## src/rtl/se2pa_param.sv

```systemverilog
// Serial-to-parallel packer for complex samples: gathers LANES consecutive valid
// samples after a START alignment strobe and presents them as one wide word.
module se2pa_param #(
    parameter int NB      = 16,
    parameter int LANES   = 4,
    parameter int REVERSE = 0
) (
    input  logic                CLK,
    input  logic                RST,
    input  logic                START,
    input  logic                DV,
    input  logic [NB-1:0]       DR,
    input  logic [NB-1:0]       DI,
    output logic [NB*LANES-1:0] OR,
    output logic [NB*LANES-1:0] OI,
    output logic                RDY,
    output logic                DROP
);

    localparam int CW = $clog2(LANES);
    localparam int W  = NB * LANES;

    localparam logic [0:0] IDLE = 1'b0;
    localparam logic [0:0] FILL = 1'b1;

    localparam logic [CW-1:0] LAST = CW'(LANES - 1);
    localparam logic [CW-1:0] ONE  = CW'(1);

    logic [0:0]    state;
    logic [CW-1:0] cnt;
    logic [NB-1:0] lane_r [LANES];
    logic [NB-1:0] lane_i [LANES];
    logic [W-1:0]  word_r;
    logic [W-1:0]  word_i;
    logic          accept;
    logic          complete;
    logic          discard;

    function automatic int bitrev(input int k);
        int r;
        r = 0;
        for (int b = 0; b < CW; b++) begin
            r[CW-1-b] = k[b];
        end
        return r;
    endfunction

    // Output slot of lane k; slot 0 is the most significant field of the word.
    function automatic int slot_of(input int k);
        return (REVERSE != 0) ? bitrev(k) : k;
    endfunction

    assign accept   = (state == FILL) && DV && !START;
    assign complete = accept && (cnt == LAST);
    assign discard  = START && (state == FILL) && (cnt != '0);

    // The final lane comes straight from the input so the word loads on the accepting edge.
    always_comb begin
        word_r = '0;
        word_i = '0;
        for (int k = 0; k < LANES; k++) begin
            word_r[NB*(LANES-1-slot_of(k)) +: NB] = (k == LANES - 1) ? DR : lane_r[k];
            word_i[NB*(LANES-1-slot_of(k)) +: NB] = (k == LANES - 1) ? DI : lane_i[k];
        end
    end

    always_ff @(posedge CLK or posedge RST) begin
        if (RST) begin
            state <= IDLE;
            cnt   <= '0;
            RDY   <= 1'b0;
            DROP  <= 1'b0;
        end else begin
            RDY  <= complete;
            DROP <= discard;
            if (START) begin
                state <= FILL;
                cnt   <= DV ? ONE : '0;
            end else if (accept) begin
                cnt <= complete ? '0 : cnt + ONE;
            end
        end
    end

    // START always takes precedence: a coincident sample restarts the group at lane 0.
    always_ff @(posedge CLK or posedge RST) begin
        if (RST) begin
            for (int k = 0; k < LANES; k++) begin
                lane_r[k] <= '0;
                lane_i[k] <= '0;
            end
        end else if (START && DV) begin
            lane_r[0] <= DR;
            lane_i[0] <= DI;
        end else if (accept) begin
            lane_r[cnt] <= DR;
            lane_i[cnt] <= DI;
        end
    end

    always_ff @(posedge CLK or posedge RST) begin
        if (RST) begin
            OR <= '0;
            OI <= '0;
        end else if (complete) begin
            OR <= word_r;
            OI <= word_i;
        end
    end

endmodule

```

## config.mk

```make
export PLATFORM = sky130hd
export DESIGN_NAME = se2pa_param
export DESIGN_NICKNAME = d
export VERILOG_FILES = /design/src/rtl/se2pa_param.sv
export SDC_FILE = /design/constraint.sdc
export NUM_CORES = 1
export LEC_CHECK = 0
export BUFFER_PORTS_ARGS = -buffer_cell sky130_fd_sc_hd__clkbuf_2
export CAP_MARGIN = 40
export CORE_AREA = 4 4 216 113
export CTS_CLUSTER_DIAMETER = 120
export DETAILED_ROUTE_END_ITERATION = 8
export DIE_AREA = 0 0 220 117
export HOLD_SLACK_MARGIN = 0.15
export PLACE_DENSITY_LB_ADDON = 0.05
export SYNTH_ARGS = -nofsm -noshare
export SYNTH_HDL_FRONTEND = slang
export SYNTH_SLANG_ARGS = --single-unit
export TNS_END_PERCENT = 100
```

## constraint.sdc

```tcl
create_clock -name CLK -period 8.74 [get_ports CLK]
set_input_delay 1.748 -clock CLK [delete_from_list [all_inputs] [get_ports CLK]]
set_output_delay 1.748 -clock CLK [all_outputs]
set_load 0.01 [all_outputs]
```

==> flow_metrics.py, run 1 <==
metrics = {
    "setup_path": {
        "path_buf_inv": 5,
        "slowest_delay_ns": 0.38,
        "arrival_ns": 3.97,
        "end_kind": "flop",
        "critPathMaxFanout": 56,
        "slowest_stage": "buf_4",
        "path_class": "input pin to flop",
        "crit_family": "buffers and inverters",
        "cp_cell_sequence": "clkbuf_2 -> buf_12 -> nand4b_4 -> buf_12 -> buf_4 -> buf_16 -> mux2_2",
        "required_ns": 9.12,
        "crit_top_cell": "buf_12",
        "startpoint_type": "input pin",
    },
    "clock_network": {
        "cts.path.max_buffers": 3,
        "clkTransAtPathRegs_ns": 0.06,
        "root_buffer": "clkbuf_16",
        "postCtsResizedCells": 0,
        "hold_buffers": 0,
        "cts_tree": "done",
        "clock_latency_ns": 0.51,
        "numCtsBuffers": 22,
        "clkSinkCount": 229,
        "post_cts_buffers": 0,
        "htreeDepth": 1,
    },
    "yosys": {
        "syn_area_sq_um": 8840,
        "synth_seq_cells": 229,
        "synth_top_family_by_area": "multiplexers",
        "synth_fp_nets": 617,
        "yosysSeqAreaShare_pct": 64.8,
        "synthAdderAreaFrac_pct": 0.566,
        "muxShareOfSynthArea_pct": 24.5,
        "synth-xor-area-share_pct": 0,
        "synth-compound-area-share_pct": 3.51,
        "synth_cell_types": 23,
        "synth_top_area_share_pct": 64.8,
        "avgSynthCellArea_sq_um": 15.3,
        "synthTopCellsByArea": "dfrtp_1, mux2_2, o32ai_1",
        "yosys_warnings": 0,
        "yosys.area_share.simple_pct": 2.58,
        "synth_area_leader_cell": "dfrtp_1",
        "netlist_instances": 577,
    },
    "sta": {
        "fin_ws_ns": 5.16,
        "hold_viol": 0,
        "tns_ns": 0,
        "slew_headroom_pct": 46.3,
        "worst_pin_slew_ns": 0.805,
        "fmax_mhz": 279,
        "rsz0062_at_grt": "false",
        "finalCritPeriodShare_pct": 41.0,
        "drv_slew": 0,
        "min_period_ns": 3.58,
        "finalSetupViolations": 0,
        "fin_worst_skew_ns": 0.00826,
    },
    "power": {
        "ir_worst_vdd_uv": 126,
        "power_density_nw_per_um2": 306,
        "cellLeakagePower_nw": 5.39,
    },
    "detailed_routing": {
        "wire_per_inst_um": 18.7,
        "drt-total-wl_um": 19800,
        "final_antenna_net_count": 0,
        "vias": 5093,
        "first_iter_violations": 321,
        "firstDrtPassIters": 4,
        "avgViaCountPerCell": 4.82,
        "drc_errors": 0,
    },
    "final_layout": {
        "area_growth_pct": 21.2,
        "multi_input_area_sq_um": 2770,
        "layout-drive-gt1-share_pct": 53.7,
        "final_nets": 780,
        "ff_latch_area_sq_um": 5730,
        "fill_cells": 2026,
        "design_area_sq_um": 10700,
        "n_antenna_cell": 0,
    },
    "placement": {
        "hpwl_um": 13200,
        "place_ws_ns": 4.58,
        "place_area_sq_um": 10100,
        "io_buffer_count": 165,
        "gp_congestion": 0.707,
    },
    "die": {
        "fp.dieW_um": 220,
        "die_h_um": 117,
        "fp-row-count": 39,
        "io_pins": 166,
        "coreArea_sq_um": 22400,
        "design.die.area_sq_um": 25700,
        "start_util_pct": 39.4,
    },
    "hold_path": {
        "min_path_type": "flop to flop",
    },
    "global_routing": {
        "grt_pass1_wl_um": 31800,
        "grt_max_degree": 106,
        "grt_pass1_vias": 5506,
        "grt_overflow": 0,
        "track_usage_pct": 15.7,
        "antenna_found_initial": 0,
    },
    "flow_run": {
        "maxCapViolCount": 0,
    },
    "run_status": {
        "outcome": "completed",
    },
}
-- state kept, by name, indices dropped and copies added (netlist names) --
signal  count
lane_r     48
OR         64
RDY         1
DROP        1
OI         64
lane_i     48
state       1
cnt         2
-- synthesized netlist by cell type --
cell / count
nor2_1: 1
ha_1: 4
a21oi_1: 2
and2_1: 1
dfrtp_1: 229
nor4bb_1: 1
o32ai_1: 32
nand4b_4: 2
or2_2: 1
clkbuf_1: 9
and3_1: 1
a21bo_2: 1
a311o_1: 1
buf_6: 3
nand3_1: 1
mux2_1: 2
nand2_1: 34
mux2_2: 190
inv_1: 37
buf_2: 9
buf_1: 1
buf_4: 14
nand4b_2: 1
-- layout by cell type (no fill, tap or decap) --
cell	netlist	layout
dfrtp_1	229	229
nand2_1	34	34
buf_4	14	2
inv_8	0	1
mux2_1	2	2
a21bo_2	1	1
buf_16	0	5
a21oi_1	2	1
buf_12	0	3
nor2_1	1	1
o32ai_1	32	32
clkbuf_16	0	23
nand3_1	1	1
ha_1	4	4
inv_1	37	36
a311o_1	1	1
clkinv_2	0	2
nor4bb_1	1	1
clkbuf_1	9	5
nand4b_4	2	3
clkbuf_8	0	3
and3_2	0	1
mux2_2	190	190
a21oi_4	0	1
clkbuf_2	0	165
or2_2	1	1
and2_2	0	1
-- metrics by stage --
stage	hold WS, ns	std cells	power, mW	util [%]
after global routing	0.510	1056	3.49	47.7
after global placement	0.469	1015	2.40	44.0
after floorplan	0.460	577	2.05	-
after CTS	0.503	1056	3.35	47.7
after detailed placement	0.487	1023	2.44	44.9
final	0.497	1056	3.28	47.7
-- final cells by class --
| class | instances | area share [%] |
|---|---|---|
| Clock buffer | 31 | 5.93 |
| Sequential cell | 229 | 53.5 |
| Clock inverter | 2 | 0.0934 |
| Tap cell | 307 | 3.58 |
| Timing Repair Buffer | 175 | 9.69 |
| Inverter | 37 | 1.37 |
| Multi-Input combinational cell | 275 | 25.9 |
-- kinds of logic (layout without fill, tap and decap cells) --
logic type | Yosys count | count (layout)
AO/OA/AOI/OAI | 36 | 36
adder cells (fa/ha/maj) | 4 | 4
buffers and inverters | 73 | 245
flip-flops | 229 | 229
multiplexers | 192 | 192
AND/OR/NAND/NOR | 43 | 43
-- final timing paths --
kind	startpoint	to	slack (ns)	cells after the start
worst max-delay path	DV	OI[29]	5.16	7
worst min-delay path	lane_r[25]	lane_r[25]	0.50	1
worst max register to register	cnt[0]	OI[29]	6.23	6
worst min register to register	lane_r[25]	lane_r[25]	0.50	1
max in group asynchronous	RST	lane_i[41]	5.98	5
min in group asynchronous	RST	OI[0]	1.23	2
-- power by group --
| group | total, mW | switching, mW | internal (mW) | leakage, nW |
|---|---|---|---|---|
| clock | 0.881 | 0.380 | 0.500 | 0.319 |
| combinational | 0.796 | 0.373 | 0.423 | 2.16 |
| sequential | 1.60 | 0.189 | 1.41 | 2.91 |
| total | 3.28 | 0.942 | 2.34 | 5.39 |
-- metal layers --
layer	wire [um]	track usage [%]	vias up	share of wire, %
li1	-	-	2349	-
met1	9440	22.5	2632	48
met2	8840	24.1	92	45
met3	1220	4.82	20	6.2
met4	249	2.88	0	1.3
met5	0	0	-	0
No activity file was read; power rests on OpenSTA's default activity.
==> inputs of run 2 (changes only) <==
- ABC_AREA: not set -> 1
- CORE_AREA: 4 4 216 113 -> 4 4 218 114
- DIE_AREA: 0 0 220 117 -> 0 0 222 118
- clock period: 8.74 -> 3.3 ns (I/O delays scaled with it)
==> run 2 against run 1 <==
  * Hold slack got worse by 0.33 ns
  * Clock skew is 0.0016 ns higher
  * Total power increased to 2.6 times the previous value
  * Die area is 1.8% higher
  * Sequential cell count unchanged
  * Via count rose by 42%
  * Core utilization up 0.053 points
  * Combinational power grew 140%
  * Cell count grew 38%
  * First-iteration DRC count grew 93%
  * Highest routed layer unchanged
==> flow_metrics.py, run 2 <==
metrics = {
    "setup_path": {
        "critPathMaxFanout": 32,
        "path_buf_inv": 2,
        "end_kind": "flop",
        "required_ns": 3.75,
        "crit_family": "simple AND/OR/NAND/NOR gates",
        "cp_cell_sequence": "inv_1 -> ha_1 -> nand3_1 -> nand2_1 -> buf_4 -> nand2_1 -> nand2_1",
        "slowest_delay_ns": 0.59,
        "startpoint": "cnt[0]",
        "path_class": "flop to flop",
        "crit-reg2reg-launch": "cnt[0]",
        "slowest_stage": "nand3_1",
        "arrival_ns": 2.65,
        "startpoint_type": "flop",
        "crit_top_cell": "nand2_1",
    },
    "flow_run": {
        "maxCapViolCount": 0,
    },
    "global_routing": {
        "antenna_found_initial": 0,
        "grt_max_degree": 139,
        "track_usage_pct": 19.1,
        "grt_pass1_wl_um": 41200,
        "grt_pass1_vias": 7394,
        "grt_overflow": 0,
    },
    "final_layout": {
        "fin_util_pct": 47.8,
        "area_growth_pct": 20.1,
        "top_regs": "OI (64), OR (64)",
        "fin_cells": 1458,
        "fill_cells": 2257,
        "final_nets": 1175,
        "design_area_sq_um": 10800,
        "mostFrequentLayoutCell": "nand2_1",
        "final_cell_mix": "nand2_1, dfrtp_1, nand3_1",
        "layout-drive-gt1-share_pct": 19.1,
        "n_antenna_cell": 0,
    },
    "yosys": {
        "synth_seq_cells": 229,
        "synth-compound-area-share_pct": 0,
        "synth.top_cells.by_count": "nand2_1, dfrtp_1, nand3_1",
        "synth_fp_nets": 1042,
        "syn_area_sq_um": 9010,
        "muxShareOfSynthArea_pct": 0,
        "synth_enable_flop_cells": 0,
        "netlist_instances": 1002,
        "synthAdderAreaFrac_pct": 0.555,
        "synth_ff_type": "dfrtp_1",
        "synth_most_common_cell": "nand2_1",
        "avgSynthCellArea_sq_um": 8.99,
        "synth-xor-area-share_pct": 0,
        "synth_cell_types": 13,
        "synth_top_area_share_pct": 63.6,
        "yosys_warnings": 0,
        "synth_top_family_by_area": "simple AND/OR/NAND/NOR gates",
        "synth_area_leader_cell": "dfrtp_1",
        "synth-async-reset-ratio_pct": 100,
        "yosysSeqAreaShare_pct": 63.6,
        "synthTopCellsByArea": "dfrtp_1, nand2_1, nand3_1",
        "yosys.area_share.simple_pct": 32.0,
    },
    "detailed_routing": {
        "final_antenna_net_count": 0,
        "avgViaCountPerCell": 4.95,
        "vias": 7221,
        "firstDrtPassIters": 4,
        "drc_errors": 0,
        "first_iter_violations": 618,
        "wire_per_inst_um": 17.4,
        "drt-total-wl_um": 25300,
    },
    "sta": {
        "tns_ns": 0,
        "finalSetupViolations": 0,
        "min_period_ns": 2.21,
        "slew_headroom_pct": 46.6,
        "finalCritPeriodShare_pct": 66.9,
        "hold_viol": 0,
        "drv_slew": 0,
        "rsz0062_at_grt": "false",
        "fin_worst_skew_ns": 0.00986,
        "worst_pin_slew_ns": 0.799,
        "fmax_mhz": 453,
        "holdWs_ns": 0.166,
        "fin_ws_ns": 1.09,
    },
    "placement": {
        "dp_cells": 1418,
        "place_area_sq_um": 10100,
        "gp_congestion": 0.758,
        "hpwl_um": 15800,
        "place_ws_ns": 1.07,
        "io_buffer_count": 165,
    },
    "clock_network": {
        "htreeDepth": 1,
        "hold_buffers": 0,
        "cts_tree": "done",
        "cts.path.max_buffers": 3,
        "clock_latency_ns": 0.51,
        "clkSinkCount": 229,
        "postCtsResizedCells": 0,
        "clkTransAtPathRegs_ns": 0.07,
        "root_buffer": "clkbuf_16",
        "numCtsBuffers": 22,
        "post_cts_buffers": 0,
    },
    "run_status": {
        "outcome": "completed",
    },
    "die": {
        "design.die.area_sq_um": 26200,
        "io_pins": 166,
        "coreArea_sq_um": 22600,
        "fp.dieW_um": 222,
        "start_util_pct": 39.8,
        "die_h_um": 118,
        "fp-row-count": 39,
    },
    "hold_path": {
        "min_path_type": "input pin to asynchronous set/reset pin",
    },
    "power": {
        "pwr-share-seq_pct": 48.2,
        "power_density_nw_per_um2": 803,
        "combPwrFrac_pct": 22.2,
        "p_switching_mw": 2.77,
        "ir_worst_vdd_uv": 359,
        "p_sw_share_pct": 31.9,
        "cellLeakagePower_nw": 6.11,
        "internal-power_mw": 5.92,
        "p_total_mw": 8.69,
        "clkPwrFrac_pct": 29.7,
    },
}
## run 2: final timing paths
| path | to | slack [ns] | cells past startpoint |
|---|---|---|---|
| min in group CLK | lane_r[63] | 0.42 | 3 |
| setup / recovery | lane_i[49] | 1.09 | 7 |
| hold / removal | OI[46] | 0.17 | 2 |
| setup reg to reg | lane_i[49] | 1.09 | 7 |
| max in group asynchronous | OR[21] | 2.22 | 3 |
| hold reg to reg | OR[58] | 0.47 | 2 |
## run 2: routing by layer
metal  routed length [um]  vias up  track usage, %
li1                     -     3476               -
met1                11600     3590            27.0
met2                12200      134            31.2
met3                 1230       21            4.21
met4                  261        0            3.02
met5                    0        -               0
## run 2: worst reg2reg max path, stage by stage, from the launching register on
cell and delay (ns):
dfrtp_1 0.45, inv_1 0.11, ha_1 0.20, nand3_1 0.59, nand2_1 0.22, buf_4 0.38
nand2_1 0.12, nand2_1 0.08
## run 2: logic make-up after synthesis
| family | after synthesis |
|---|---|
| fa+ha+maj | 4 |
| buf+inv | 79 |
| flops | 229 |
| simple gates | 690 |
## run 2: cell type report
| class | count | area (sq um) | share of cell area, % |
|---|---|---|---|
| tap | 307 | 384 | 3.55 |
| timing repair buffer | 181 | 983 | 9.09 |
| clock inverter | 3 | 18.8 | 0.173 |
| clock buffer | 37 | 728 | 6.73 |
| inverter | 7 | 30.0 | 0.277 |
| sequential | 229 | 5730 | 52.9 |
| multi-input combinational | 694 | 2950 | 27.2 |
## run 2: power groups by stage
| stage | logic [mW] | registers (mW) | clock network, mW |
|---|---|---|---|
| after floorplan | 0.839 | 4.39 | 0 |
| after CTS | 1.98 | 4.19 | 2.66 |
| final | 1.93 | 4.18 | 2.58 |
| after detailed placement | 1.98 | 4.23 | 0 |
| after global routing | 2.20 | 4.29 | 2.77 |
| after global placement | 1.94 | 4.21 | 0 |
==> inputs of run 3 (changes only) <==
- clock period: 3.3 -> 1.93 ns (I/O delays scaled with it)
==> run 3 against run 2 <==
  * Clock power is 88% higher
  * Global-route usage is 0.095 points higher
  * Sequential cell count stayed put
  * Via count is 0.18% higher
  * Worst setup slack worse by 0.65 ns
  * Hold slack worse by 0.0042 ns
  * Cell count is 1.4% higher
  * Routed wire length is 1.2% lower
  * Clock skew is 0.0056 ns higher
  * Register-to-register slack worse by 0.65 ns
  * Count of clock-buffer cells in the layout is 4 lower
  * Critical path type is now flop to primary output
  * Critical endpoint is now OI[31]
==> flow_metrics.py, run 3 (synthesis results as in run 2) <==
metrics = {
    "setup_path": {
        "cp_cell_sequence": "clkbuf_2",
        "end_kind": "primary output",
        "crit_family": "flip-flops",
        "reg2reg_depth": 5,
        "slowest_stage": "dfrtp_1",
        "path_buf_inv": 1,
        "critPathMaxFanout": 2,
        "arrival_ns": 1.10,
        "slowest_delay_ns": 0.43,
        "startpoint_type": "flop",
        "required_ns": 1.54,
        "worstSetupPathDepth": 1,
        "path_class": "flop to primary output",
    },
    "power": {
        "p_sw_share_pct": 31.1,
        "power_density_nw_per_um2": 1380,
        "internal-power_mw": 10.6,
        "pwr-share-seq_pct": 46.7,
        "combPwrFrac_pct": 21.7,
        "p_switching_mw": 4.78,
        "clkPwrFrac_pct": 31.6,
        "cellLeakagePower_nw": 6.27,
        "ir_worst_vdd_uv": 478,
    },
    "final_layout": {
        "area_growth_pct": 24.0,
        "fill_cells": 2215,
        "n_antenna_cell": 0,
        "final_cell_mix": "nand2_1, dfrtp_1, nand3_1",
        "layout-drive-gt1-share_pct": 20.0,
        "fin_util_pct": 49.4,
        "fin_cells": 1478,
        "top_regs": "OI (64), OR (64)",
        "mostFrequentLayoutCell": "nand2_1",
        "final_nets": 1195,
    },
    "global_routing": {
        "grt_pass1_wl_um": 41500,
        "grt_pass1_vias": 7322,
        "grt_max_degree": 68,
        "antenna_found_initial": 0,
        "grt_overflow": 0,
        "track_usage_pct": 19.2,
    },
    "sta": {
        "finalSetupViolations": 0,
        "worst_pin_slew_ns": 0.431,
        "min_period_ns": 1.48,
        "finalCritPeriodShare_pct": 76.8,
        "hold_viol": 0,
        "rsz0062_at_grt": "false",
        "slew_headroom_pct": 71.3,
        "fmax_mhz": 674,
        "fin_worst_skew_ns": 0.0155,
        "fin_ws_ns": 0.447,
        "tns_ns": 0,
        "drv_slew": 0,
    },
    "detailed_routing": {
        "final_antenna_net_count": 0,
        "drc_errors": 0,
        "avgViaCountPerCell": 4.89,
        "vias": 7234,
        "first_iter_violations": 576,
        "drt-total-wl_um": 25000,
        "wire_per_inst_um": 16.9,
        "firstDrtPassIters": 5,
    },
    "placement": {
        "io_buffer_count": 165,
        "gp_congestion": 0.782,
        "place_ws_ns": 0.344,
        "hpwl_um": 16300,
        "dp_cells": 1431,
    },
    "die": {
        "die_h_um": 118,
        "design.die.area_sq_um": 26200,
        "fp-row-count": 39,
        "start_util_pct": 39.8,
        "coreArea_sq_um": 22600,
        "fp.dieW_um": 222,
        "io_pins": 166,
    },
    "clock_network": {
        "cts_tree": "done",
        "root_buffer": "clkbuf_16",
        "clkSinkCount": 229,
        "cts.path.max_buffers": 3,
        "clock_latency_ns": 0.52,
        "htreeDepth": 1,
        "clkTransAtPathRegs_ns": 0.07,
        "numCtsBuffers": 22,
    },
    "hold_path": {
        "whs_path_depth": 3,
        "min_path_type": "input pin to flop",
    },
    "run_status": {
        "outcome": "completed",
    },
    "flow_run": {
        "maxCapViolCount": 0,
    },
}
[run 3: routing by layer]
layer	share of wire (%)	track usage [%]	up-vias
met5	0	0	-
met2	47	30.8	157
met1	47	27.5	3543
li1	-	-	3511
met3	4.9	4.14	23
met4	1.1	3.10	0
[run 3: cell type report]
class / count / area (sq um) / share of cell area (%)
clock buffer: 33 / 683 / 6.11
tap: 307 / 384 / 3.44
timing repair buffer: 201 / 1260 / 11.3
sequential: 229 / 5730 / 51.3
multi-input combinational: 694 / 2950 / 26.4
inverter: 7 / 30.0 / 0.269
clock inverter: 7 / 139 / 1.24
[run 3: power groups by stage]
stage	Sequential [mW]	Clock, mW	Combinational [mW]
global placement	7.23	0	3.37
floorplan	7.51	0	1.43
CTS	7.20	4.98	3.43
finish	7.18	4.86	3.34
global route	7.37	5.19	3.83
detailed placement	7.26	0	3.42
[run 3: path summary, 6_finish.rpt]
| kind | from | to | slack, ns |
|---|---|---|---|
| min | DI[4] | lane_i[52] | 0.16 |
| max in group asynchronous | RST | lane_r[54] | 0.94 |
| min in group asynchronous | RST | lane_i[56] | 0.37 |
| min reg2reg | lane_r[41] | lane_r[41] | 0.47 |
| max | OI[31] | OI[31] | 0.45 |
| max reg2reg | cnt[0] | OR[22] | 0.45 |
[run 3: repair_timing]
item	4_1_cts	5_1_grt
setup endpoints to repair	0	0
gates resized for setup	0	0
buffers inserted	0	0
endpoints found under the hold margin	131	0
hold buffers	7	0
[run 3: per-stage QoR]
stage                     hold WS (ns)  total power, mW  cell area (sq um)
after floorplan                  0.443             8.94               9010
after global placement           0.348             10.6              10300
after detailed placement         0.350             10.7              10300
after CTS                        0.150             15.6              11200
after global routing             0.166             16.4              11200
final                            0.162             15.4              11200
